## src/rtl/vis_pkg.sv

```systemverilog
// -----------------------------------------------------------------------------
// vis_pkg
// Shared definitions for the visibility frame controller.
//   state_e       controller state (IDLE, ARM, RUN)
//   VIS_*         default loop lengths, frame length and bank count
//   cnt_w()       counter/index width helper (never narrower than 1 bit)
// -----------------------------------------------------------------------------
package vis_pkg;

  typedef enum logic [1:0] {
    IDLE = 2'd0,
    ARM  = 2'd1,
    RUN  = 2'd2
  } state_e;

  localparam int VIS_LOOP0  = 3;
  localparam int VIS_LOOP1  = 5;
  localparam int VIS_COUNT  = VIS_LOOP0 * VIS_LOOP1;
  localparam int VIS_BLOCKS = 1024;
  localparam int VIS_BANKS  = 2;
  localparam int VIS_BSB    = $clog2(VIS_BANKS) - 1;

  // Width of a counter that runs 0..n-1; a 1-deep counter still gets 1 bit.
  function automatic int cnt_w(input int n);
    return (n > 1) ? $clog2(n) : 1;
  endfunction

endpackage

```

## src/rtl/vis_bank_alloc.sv

```systemverilog
// -----------------------------------------------------------------------------
// vis_bank_alloc
// Output-bank bookkeeping: per-bank full flags, reader release and the
// lowest-index free-bank priority encoder.
//   clock, reset_n      clock, synchronous active-low reset
//   set_i, set_bank_i   mark a bank full (frame completed into it)
//   rel_i, rel_bank_i   reader releases a bank (ignored if not full/out of range)
//   excl_en_i/_bank_i   hide the bank currently being written from the search
//   full_o              registered full flags
//   free_any_o          at least one eligible bank is free
//   free_idx_o          lowest-index eligible free bank
// The search uses the registered flags only, so a release becomes visible to
// allocation one cycle after it is applied.
// -----------------------------------------------------------------------------
module vis_bank_alloc
  import vis_pkg::*;
#(
  parameter int BANKS = VIS_BANKS,
  parameter int BW    = cnt_w(BANKS)
) (
  input  logic             clock,
  input  logic             reset_n,
  input  logic             set_i,
  input  logic [BW-1:0]    set_bank_i,
  input  logic             rel_i,
  input  logic [BW-1:0]    rel_bank_i,
  input  logic             excl_en_i,
  input  logic [BW-1:0]    excl_bank_i,
  output logic [BANKS-1:0] full_o,
  output logic             free_any_o,
  output logic [BW-1:0]    free_idx_o
);

  logic [BANKS-1:0] full_q, full_d;
  logic [BANKS-1:0] avail;

  // NOTE: every combinational output gets a default before any branch, so no
  // path leaves a value unassigned and no latch is inferred.
  always_comb begin
    full_d = full_q;
    if (rel_i && (int'(rel_bank_i) < BANKS)) full_d[rel_bank_i] = 1'b0;
    // A set and a release on different banks both land; on the same bank the
    // bank is still being written (not full), so the set wins.
    if (set_i) full_d[set_bank_i] = 1'b1;
  end

  always_comb begin
    avail = ~full_q;
    if (excl_en_i) avail[excl_bank_i] = 1'b0;
    free_any_o = |avail;
    free_idx_o = '0;
    // Walk downward so the lowest free index is the last one written.
    for (int i = BANKS - 1; i >= 0; i--) begin
      if (avail[i]) free_idx_o = BW'(i);
    end
  end

  // NOTE: state registers use non-blocking assignments so every flop samples
  // the pre-edge values, independent of block ordering.
  always_ff @(posedge clock) begin
    if (!reset_n) full_q <= '0;
    else          full_q <= full_d;
  end

  assign full_o = full_q;

endmodule

```

## src/rtl/vis_frame_ctrl.sv

```systemverilog
// -----------------------------------------------------------------------------
// vis_frame_ctrl
// Sequencing controller for the correlator array and its banked visibility
// SRAM. Counts accepted samples into inner/outer loops, partial-sum blocks and
// integration frames, and allocates/fills output banks.
//   clock, reset_n          clock, synchronous active-low reset
//   enable_i                run request
//   valid_i                 sample valid (one sample per cycle)
//   rel_i, rel_bank_i       reader releases a bank
//   valid_o/first_o/next_o/last_o, cntlo_o/cnthi_o
//                           per-sample strobes and counters, 1 cycle after accept
//   wbank_o                 bank currently being written
//   vis_start_o             first sample of a frame
//   vis_frame_o             frame completed (cycle after last_o)
//   bank_full_o             per-bank data-awaiting-readout flags
//   overflow_o              sticky: samples dropped for lack of a free bank
// Optional macro FRAME_SEQ_EN adds frame_seq_o (completed-frame counter) and
// bank_seq_o (frame number last written into each bank).
// -----------------------------------------------------------------------------
module vis_frame_ctrl
  import vis_pkg::*;
#(
  parameter int LOOP0  = VIS_LOOP0,
  parameter int LOOP1  = VIS_LOOP1,
  parameter int BLOCKS = VIS_BLOCKS,
  parameter int BANKS  = VIS_BANKS
) (
  input  logic                      clock,
  input  logic                      reset_n,
  input  logic                      enable_i,
  input  logic                      valid_i,
  input  logic                      rel_i,
  input  logic [cnt_w(BANKS)-1:0]   rel_bank_i,
  output logic                      valid_o,
  output logic                      first_o,
  output logic                      next_o,
  output logic                      last_o,
  output logic [cnt_w(LOOP0)-1:0]   cntlo_o,
  output logic [cnt_w(LOOP1)-1:0]   cnthi_o,
  output logic [cnt_w(BANKS)-1:0]   wbank_o,
  output logic                      vis_start_o,
  output logic                      vis_frame_o,
  output logic [BANKS-1:0]          bank_full_o,
  output logic                      overflow_o
`ifdef FRAME_SEQ_EN
  ,
  output logic [15:0]               frame_seq_o,
  output logic [BANKS*16-1:0]       bank_seq_o
`endif
);

  localparam int LW  = cnt_w(LOOP0);
  localparam int HW  = cnt_w(LOOP1);
  localparam int KW  = cnt_w(BLOCKS);
  localparam int BW  = cnt_w(BANKS);
  localparam logic [LW-1:0] LO_MAX  = LW'(LOOP0 - 1);
  localparam logic [HW-1:0] HI_MAX  = HW'(LOOP1 - 1);
  localparam logic [KW-1:0] BLK_MAX = KW'(BLOCKS - 1);

  state_e          state_q, state_d;
  logic [LW-1:0]   lo_q, lo_d;          // index of the next sample to accept
  logic [HW-1:0]   hi_q, hi_d;
  logic [KW-1:0]   blk_q, blk_d;
  logic [BW-1:0]   wbank_q, wbank_d;
  logic [LW-1:0]   cntlo_q, cntlo_d;    // index of the sample just accepted
  logic [HW-1:0]   cnthi_q, cnthi_d;
  logic            valid_q, valid_d, first_q, first_d, next_q, next_d;
  logic            last_q, last_d, start_q, start_d, frame_q, frame_d;
  logic            ovf_q, ovf_d, en_prev_q;

  logic            lo_wrap, hi_wrap, frame_end, set_en, excl_en;
  logic            free_any;
  logic [BW-1:0]   free_idx;
  logic [BANKS-1:0] full;

  // During RUN the bank being written must not be picked as "another" bank.
  assign excl_en = (state_q == RUN);

  vis_bank_alloc #(.BANKS(BANKS), .BW(BW)) u_alloc (
    .clock       (clock),
    .reset_n     (reset_n),
    .set_i       (set_en),
    .set_bank_i  (wbank_q),
    .rel_i       (rel_i),
    .rel_bank_i  (rel_bank_i),
    .excl_en_i   (excl_en),
    .excl_bank_i (wbank_q),
    .full_o      (full),
    .free_any_o  (free_any),
    .free_idx_o  (free_idx)
  );

  always_comb begin
    state_d   = state_q;
    lo_d      = lo_q;
    hi_d      = hi_q;
    blk_d     = blk_q;
    wbank_d   = wbank_q;
    cntlo_d   = cntlo_q;
    cnthi_d   = cnthi_q;
    valid_d   = 1'b0;
    first_d   = 1'b0;
    next_d    = 1'b0;
    last_d    = 1'b0;
    start_d   = 1'b0;
    frame_d   = last_q;                 // frame pulse trails last_o by one cycle
    set_en    = 1'b0;
    lo_wrap   = (lo_q == LO_MAX);
    hi_wrap   = (hi_q == HI_MAX);
    frame_end = 1'b0;
    ovf_d     = ovf_q;
    if (enable_i && !en_prev_q) ovf_d = 1'b0;

    case (state_q)
      IDLE: if (enable_i) state_d = ARM;
      ARM: begin
        if (!enable_i) begin
          state_d = IDLE;               // host gave up while waiting for a bank
        end else if (free_any) begin
          wbank_d = free_idx;
          state_d = RUN;
        end else if (valid_i) begin
          ovf_d = 1'b1;
        end
      end
      RUN: begin
        if (valid_i) begin
          valid_d   = 1'b1;
          cntlo_d   = lo_q;
          cnthi_d   = hi_q;
          first_d   = (lo_q == '0) && (hi_q == '0);
          next_d    = lo_wrap;
          start_d   = first_d && (blk_q == '0);
          frame_end = lo_wrap && hi_wrap && (blk_q == BLK_MAX);
          lo_d      = lo_wrap ? '0 : lo_q + 1'b1;
          if (lo_wrap) hi_d = hi_wrap ? '0 : hi_q + 1'b1;
          if (lo_wrap && hi_wrap) blk_d = (blk_q == BLK_MAX) ? '0 : blk_q + 1'b1;
          if (frame_end) begin
            last_d = 1'b1;
            set_en = 1'b1;
            // enable_i is only honoured here, so a mid-frame drop lets the
            // frame finish before returning to IDLE.
            if (!enable_i)     state_d = IDLE;
            else if (free_any) wbank_d = free_idx;
            else               state_d = ARM;
          end
        end
      end
      default: state_d = IDLE;
    endcase
  end

  always_ff @(posedge clock) begin
    if (!reset_n) begin
      state_q   <= IDLE;
      lo_q      <= '0;
      hi_q      <= '0;
      blk_q     <= '0;
      wbank_q   <= '0;
      cntlo_q   <= '0;
      cnthi_q   <= '0;
      valid_q   <= 1'b0;
      first_q   <= 1'b0;
      next_q    <= 1'b0;
      last_q    <= 1'b0;
      start_q   <= 1'b0;
      frame_q   <= 1'b0;
      ovf_q     <= 1'b0;
      en_prev_q <= 1'b0;
    end else begin
      state_q   <= state_d;
      lo_q      <= lo_d;
      hi_q      <= hi_d;
      blk_q     <= blk_d;
      wbank_q   <= wbank_d;
      cntlo_q   <= cntlo_d;
      cnthi_q   <= cnthi_d;
      valid_q   <= valid_d;
      first_q   <= first_d;
      next_q    <= next_d;
      last_q    <= last_d;
      start_q   <= start_d;
      frame_q   <= frame_d;
      ovf_q     <= ovf_d;
      en_prev_q <= enable_i;
    end
  end

  assign valid_o     = valid_q;
  assign first_o     = first_q;
  assign next_o      = next_q;
  assign last_o      = last_q;
  assign cntlo_o     = cntlo_q;
  assign cnthi_o     = cnthi_q;
  assign wbank_o     = wbank_q;
  assign vis_start_o = start_q;
  assign vis_frame_o = frame_q;
  assign bank_full_o = full;
  assign overflow_o  = ovf_q;

`ifdef FRAME_SEQ_EN
  logic [15:0]         seq_q, seq_d;
  logic [BANKS*16-1:0] bseq_q, bseq_d;
  logic [BW-1:0]       done_q, done_d;   // bank the last frame completed into

  always_comb begin
    seq_d  = seq_q;
    bseq_d = bseq_q;
    done_d = frame_end ? wbank_q : done_q;
    // Numbered from 0: the slot takes the pre-increment count.
    if (last_q) begin
      seq_d = seq_q + 16'd1;
      bseq_d[int'(done_q)*16 +: 16] = seq_q;
    end
  end

  // NOTE: the per-bank sequence slots are visible outputs that must read 0
  // after reset, so this small register array is reset like any other state.
  always_ff @(posedge clock) begin
    if (!reset_n) begin
      seq_q  <= '0;
      bseq_q <= '0;
      done_q <= '0;
    end else begin
      seq_q  <= seq_d;
      bseq_q <= bseq_d;
      done_q <= done_d;
    end
  end

  assign frame_seq_o = seq_q;
  assign bank_seq_o  = bseq_q;
`endif

endmodule

```

## config.mk

```make
export PLATFORM = sky130hd
export DESIGN_NAME = vis_frame_ctrl
export DESIGN_NICKNAME = d
export VERILOG_FILES = /design/src/rtl/vis_pkg.sv /design/src/rtl/vis_bank_alloc.sv /design/src/rtl/vis_frame_ctrl.sv
export SDC_FILE = /design/constraint.sdc
export NUM_CORES = 1
export LEC_CHECK = 0
export ABC_AREA = 0
export CAP_MARGIN = 15
export CORE_ASPECT_RATIO = 1.1
export CORE_MARGIN = 1.5
export CORE_UTILIZATION = 48
export CTS_CLUSTER_DIAMETER = 80
export DETAILED_ROUTE_END_ITERATION = 16
export PLACE_DENSITY = 0.71
export REMOVE_ABC_BUFFERS = 1
export SKIP_LAST_GASP = 1
export SYNTH_ARGS = -nofsm -noshare
export SYNTH_HDL_FRONTEND = slang
export SYNTH_SLANG_ARGS = --single-unit
```

## constraint.sdc

```tcl
create_clock -name clock -period 2.4 [get_ports clock]
set_input_delay 0.48 -clock clock [delete_from_list [all_inputs] [get_ports clock]]
set_output_delay 0.48 -clock clock [all_outputs]
set_load 0.01 [all_outputs]
```

==> impl_metrics.json, run 1 <==
{
  "cp.arrival_ps": 2140,
  "power_w": 0.000907,
  "r2r_start": "hi_q[0]",
  "ys_types": 35,
  "vias": 1361,
  "synthCells": 173,
  "synth_xor_area_share_pct": 2.90,
  "synth_area_sq_mm": 0.00151,
  "wl_per_cell_microns": 14.1,
  "n_fill_cell": 277,
  "crit-reg2reg-capture": "blk_q[7]",
  "final_cells": 235,
  "ios": 21,
  "syn2layout_area_growth_pct": 20.3,
  "cts_sinks": 33,
  "cts_buffers": 5,
  "grt_pass1_wl_mm": 5.30,
  "cts_tree": "done",
  "initialDrtViolationCount": 34,
  "slew_violations": 0,
  "htree_levels": 2,
  "fin_tns_setup_ps": 0,
  "r2r_slack_ps": 550,
  "worst-path-buf-inv": 1,
  "fp.dieH_microns": 61.9,
  "ys_seq_area_share_pct": 43.7,
  "hold_buffers": 0,
  "clk_pin_slew_ps": 100,
  "relSlewSlack_pct": 77.2,
  "status": "finished clean",
  "synth_fa_ha_area_share_pct": 3.31,
  "vias_per_cell": 5.79,
  "synth_top_family_by_area": "simple AND/OR/NAND/NOR gates",
  "drc": 0,
  "holdCritPathClass": "flip-flop to flip-flop",
  "whs_path_depth": 1,
  "peakVddDrop_mv": 0.373,
  "worstSetupStartpointType": "input pin",
  "crit_chain": "clkdlybuf4s50_1 > and4b_1 > nand3_1 > or4_1 > a21oi_1",
  "crit_family": "simple AND/OR/NAND/NOR gates",
  "hold_viol_final": 0,
  "start_util_pct": 50.0,
  "worstMarginPinSlew_ps": 339,
  "reg2reg_depth": 6,
  "routed_wl_mm": 3.31,
  "p_leak_nw": 0.622,
  "drt.antenna.violating_nets": 0,
  "grt_max_degree": 14,
  "grt_pass1_vias": 1269,
  "track_usage_pct": 20.0,
  "io_buffers": 20,
  "synthMuxAreaShare_pct": 0.662,
  "min_period_ps": 1870,
  "clockBufferDepth": 2,
  "clk_latency_ps": 340,
  "cts_resized": 0,
  "synth_warnings": 0,
  "dp_hpwl_mm": 2.45,
  "die_area_sq_mm": 0.00350,
  "fmax_mhz": 534,
  "slowest_stage": "clkdlybuf4s50_1",
  "hp-start": "last_o",
  "synth_compound_area_share_pct": 15.5,
  "row_count": 21,
  "crit_path_max_fanout": 6,
  "grt_remaining_overflow": 0,
  "finalWeightedCongestion": 0.779,
  "dp.cells": 227,
  "core_area_sq_mm": 0.00302,
  "final-setup-viol-count": 0,
  "hold_end": "vis_frame_o",
  "syn_area_per_cell_sq_um": 8.74,
  "nets": 210,
  "num_antenna_cells": 0,
  "required_ps": 2670,
  "antenna_found_initial": 0,
  "powerDensity_mw_per_mm2": 499,
  "die_w_microns": 56.5,
  "yosys.area_share.simple_pct": 31.2,
  "cpPeakStageDelay_ps": 560,
  "cap_violations": 0,
  "crit_type": "input pin to flip-flop",
  "timing.final.crit_share_pct": 78.0,
  "cts_setup_buffers": 0,
  "drive_gt1_share_pct": 5.47,
  "rsz0062_at_grt": "no",
  "ys_seq_elements": 33,
  "dr.pass1.iters": 4,
  "cts-root-buf": "clkbuf_4",
  "fin_skew_ps": 7.41,
  "endpoint_kind": "flip-flop"
}
-- synth_stat cells --
cell type	n	area share, %
dfxtp_1	33	44
nand2_1	18	4.5
nor2_1	13	3.2
a21boi_0	11	5.5
nand3_1	9	3.0
o21ai_0	8	2.6
inv_1	7	1.7
and2_1	6	2.5
nand3b_1	6	3.0
a21oi_1	5	1.7
nor2b_1	5	2.1
clkbuf_1	4	0.99
ha_1	4	3.3
nor3_1	4	1.3
nor4_1	4	1.7
and3_1	3	1.2
o21a_1	3	1.5
o31ai_1	3	1.5
xnor2_1	3	1.7
a22oi_1	2	0.99
and3b_1	2	1.2
and4b_1	2	1.3
nand2b_1	2	0.83
nand4_1	2	0.83
nand4b_1	2	1.2
or4_1	2	0.99
xor2_1	2	1.2
a32o_1	1	0.66
mux2i_1	1	0.66
nand4_2	1	0.83
nor4_2	1	0.83
o21bai_1	1	0.50
o31a_1	1	0.58
or2_1	1	0.41
or3_1	1	0.41
-- flip-flops by register name (all words and copies together), names as in the netlist --
register        flops
last_o              1
en_prev_q           1
state_q             2
cntlo_o             2
u_alloc.full_o      2
blk_q              10
vis_frame_o         1
first_o             1
cnthi_o             3
hi_q                3
wbank_o             1
lo_q                2
overflow_o          1
next_o              1
vis_start_o         1
valid_o             1
-- cell usage in the layout (no fill, tap or decap), types with 3 or more instances in the layout --
cell type and instances:
nor2b_1 5, o31ai_1 3, buf_4 4, clkbuf_1 3
a21boi_0 11, nand3b_1 6, and3_1 3, nand3_1 9
nor2_1 13, nand2_1 18, dfxtp_1 33, clkbuf_4 5
and2_1 6, xnor2_1 3, a21oi_1 5, ha_1 4
nor3_1 4, o21a_1 3, nor4_1 4, clkdlybuf4s50_1 20
o21ai_0 8, inv_1 7
-- layer usage --
| metal | routed length, microns | vias up | GRT usage [%] |
|---|---|---|---|
| met5 | 0 | - | 0 |
| met4 | 62 | 0 | 9.52 |
| met3 | 135 | 8 | 6.63 |
| met2 | 1680 | 37 | 37.4 |
| met1 | 1430 | 646 | 20.5 |
| li1 | - | 670 | - |
-- worst register-to-register path, cell delays in order, from the launching register on --
cell	delay, ps
dfxtp_1	360
inv_1	90
ha_1	250
and3b_1	280
nand3_1	160
or4_1	490
a21oi_1	160
-- cell type report --
class	instances	area, sq um	share of cell area, %
inverter	7	26.3	1.45
sequential	33	661	36.3
clock buffer	8	48.8	2.68
timing repair buffer	24	230	12.7
multi-input combinational	129	810	44.5
tap	34	42.5	2.34
-- metrics by stage --
| stage | instance area [sq um] | util, % | hold slack, ps | worst slack (ps) |
|---|---|---|---|---|
| final | 1820 | 60.2 | 466 | 528 |
| after global routing | 1820 | 60.2 | 511 | 373 |
| after CTS | 1820 | 60.2 | 469 | 524 |
| after detailed placement | 1770 | 58.6 | 447 | 215 |
| after global placement | 1770 | 58.6 | 441 | 274 |
| after floorplan | 1500 | - | 465 | 794 |
-- power breakdown --
part / internal [W] / switching, W / total (W)
clock network: 0.000117 / 0.000184 / 0.000300
registers: 0.000553 / 0.00000700 / 0.000560
logic: 0.0000251 / 0.0000218 / 0.0000469
-- cells by family (layout without fill, tap and decap cells) --
logic type | count (synthesis) | count (layout)
simple gates | 84 | 84
compound gates | 35 | 35
flops | 33 | 33
buf+inv | 11 | 39
xor+xnor | 5 | 5
fa+ha+maj | 4 | 4
mux | 1 | 1
-- worst max path at each step --
stage,start,to,slack [ps],cells after the start
after floorplan,valid_i,blk_q[2],790,4
after global placement,valid_i,blk_q[7],270,5
after detailed placement,valid_i,blk_q[9],220,5
after CTS,wbank_o,wbank_o,520,1
after global routing,hi_q[0],blk_q[7],370,6
final,valid_i,blk_q[7],530,5
(Power assumes the default switching activity.)
==> run 2: changes to the inputs <==
Clock period 2.4 ns to 2 ns, I/O delays scaled along.
==> impl_metrics.json, run 2 (synthesis gave the netlist of run 1 again) <==
{
  "status": "finished clean",
  "powerDensity_mw_per_mm2": 609,
  "grt_remaining_overflow": 0,
  "dr_wl_met3_microns": 139,
  "rsz0062_at_grt": "no",
  "routed_wl_mm": 3.20,
  "cts-root-buf": "clkbuf_4",
  "drt.antenna.violating_nets": 0,
  "slew_violations": 0,
  "cts_tree": "done",
  "crit_chain": "inv_1 > ha_1 > and3b_1 > nand3_1 > or4_1 > a21oi_1",
  "drive_gt1_share_pct": 10.1,
  "dr.max_layer_used": "met4",
  "dp_hpwl_mm": 2.43,
  "htree_levels": 2,
  "worstSetupStartpointType": "flip-flop",
  "dr.pass1.iters": 4,
  "cts_buffers": 5,
  "combPwrFrac_pct": 4.9,
  "r2r_start": "hi_q[0]",
  "clk_pin_slew_ps": 100,
  "cap_violations": 0,
  "clockBufferDepth": 2,
  "drt-met1-wl_mm": 1.40,
  "syn2layout_area_growth_pct": 25.2,
  "final_cells": 242,
  "vias_per_cell": 5.48,
  "clk_latency_ps": 330,
  "core_area_sq_mm": 0.00302,
  "regMostFlops": "blk_q",
  "dp.cells": 234,
  "crit_type": "flip-flop to flip-flop",
  "hold_viol_final": 0,
  "slowest_stage": "or4_1",
  "p_leak_nw": 0.671,
  "start_util_pct": 50.0,
  "final-setup-viol-count": 0,
  "cts_sinks": 33,
  "wl_per_cell_microns": 13.2,
  "ios": 21,
  "fin_skew_ps": 4.99,
  "initialDrtViolationCount": 35,
  "crit-reg2reg-capture": "blk_q[7]",
  "fp.dieH_microns": 61.9,
  "fmax_mhz": 559,
  "holdCritPathClass": "flip-flop to flip-flop",
  "relSlewSlack_pct": 78.2,
  "power_frac_clock_pct": 36.9,
  "die_area_sq_mm": 0.00350,
  "p_switching_w": 0.000254,
  "post-route-util_pct": 62.6,
  "worst-path-buf-inv": 1,
  "crit_family": "simple AND/OR/NAND/NOR gates",
  "grt_pass1_vias": 1286,
  "reg2reg_depth": 6,
  "p_seq_share_pct": 58.3,
  "peakVddDrop_mv": 0.501,
  "cpPeakStageDelay_ps": 500,
  "required_ps": 2270,
  "hold_buffers": 0,
  "cts_setup_buffers": 0,
  "track_usage_pct": 19.9,
  "p_int_w": 0.000898,
  "drc": 0,
  "placed_area_sq_mm": 0.00182,
  "crit_path_max_fanout": 6,
  "io_buffers": 20,
  "final_area_sq_mm": 0.00189,
  "vias": 1325,
  "cp.arrival_ps": 2050,
  "timing.final.crit_share_pct": 89.4,
  "row_count": 21,
  "switching_share_pct": 22.1,
  "worst-path-stages": 6,
  "die_w_microns": 56.5,
  "finalWeightedCongestion": 0.783,
  "endpoint_kind": "flip-flop",
  "final_cell_mix": "33 x dfxtp_1, 20 x clkdlybuf4s50_1, 18 x nand2_1",
  "grt_max_degree": 20,
  "final_common_cell": "dfxtp_1",
  "nets": 217,
  "power_w": 0.00115,
  "grt_pass1_wl_mm": 5.41,
  "startpoint": "hi_q[0]",
  "route.met2.wl_mm": 1.61,
  "r2r_slack_ps": 210,
  "cts_resized": 0,
  "min_period_ps": 1790,
  "num_antenna_cells": 0,
  "endpoint": "blk_q[7]",
  "largest_reg_flops": 10,
  "antenna_found_initial": 0,
  "fin_tns_setup_ps": 0,
  "worstMarginPinSlew_ps": 326
}
[run 2: cell count changes in the layout (fill, tap and decap cells not counted), sizes merged]
cell    previous run  this run
clkbuf             8         7
clkinv             0         1
buf                4        11
[run 2: final cells by class]
class,instances,area [sq um]
Sequential cell,33,661
Tap cell,34,42.5
Inverter,7,26.3
Clock inverter,1,5.00
Clock buffer,7,65.1
Timing Repair Buffer,31,283
Multi-Input combinational cell,129,810
Fill cell,265,1130
[run 2: worst min-delay path, stage by stage, from the launching register on]
cell,delay (ps)
dfxtp_1,320
nand2_1,40
a21boi_0,60
[run 2: per-stage QoR]
step | worst slack, ps | hold WS, ps
4_1_cts | 196 | 475
2_1_floorplan | 408 | 465
6_report | 212 | 469
5_1_grt | 80.4 | 499
3_5_place_dp | 9.04 | 452
3_3_place_gp | 66.2 | 441
[run 2: power by group through the flow]
stage	Clock [W]	Combinational, W	Sequential [W]
2_1_floorplan	0	0.0000264	0.000685
3_3_place_gp	0	0.0000556	0.000686
3_5_place_dp	0	0.0000568	0.000687
4_1_cts	0.000434	0.0000569	0.000671
5_1_grt	0.000465	0.0000623	0.000674
6_report	0.000425	0.0000561	0.000672
[run 2: routing by layer]
metal | track usage [%] | vias to the layer above
met1 | 22.1 | 607
met2 | 36.5 | 31
met3 | 6.42 | 6
li1 | - | 681
met5 | 0 | -
met4 | 7.14 | 0
[run 2: how the worst min path moves through the flow]
stage                    start          end  slack, ps  cells after the start
global placement        last_o  vis_frame_o        440                      1
detailed placement      last_o  vis_frame_o        450                      1
CTS                     last_o  vis_frame_o        470                      1
floorplan             blk_q[9]     blk_q[9]        470                      2
global route        cnthi_o[1]   cnthi_o[1]        500                      2
finish              cnthi_o[1]   cnthi_o[1]        470                      2
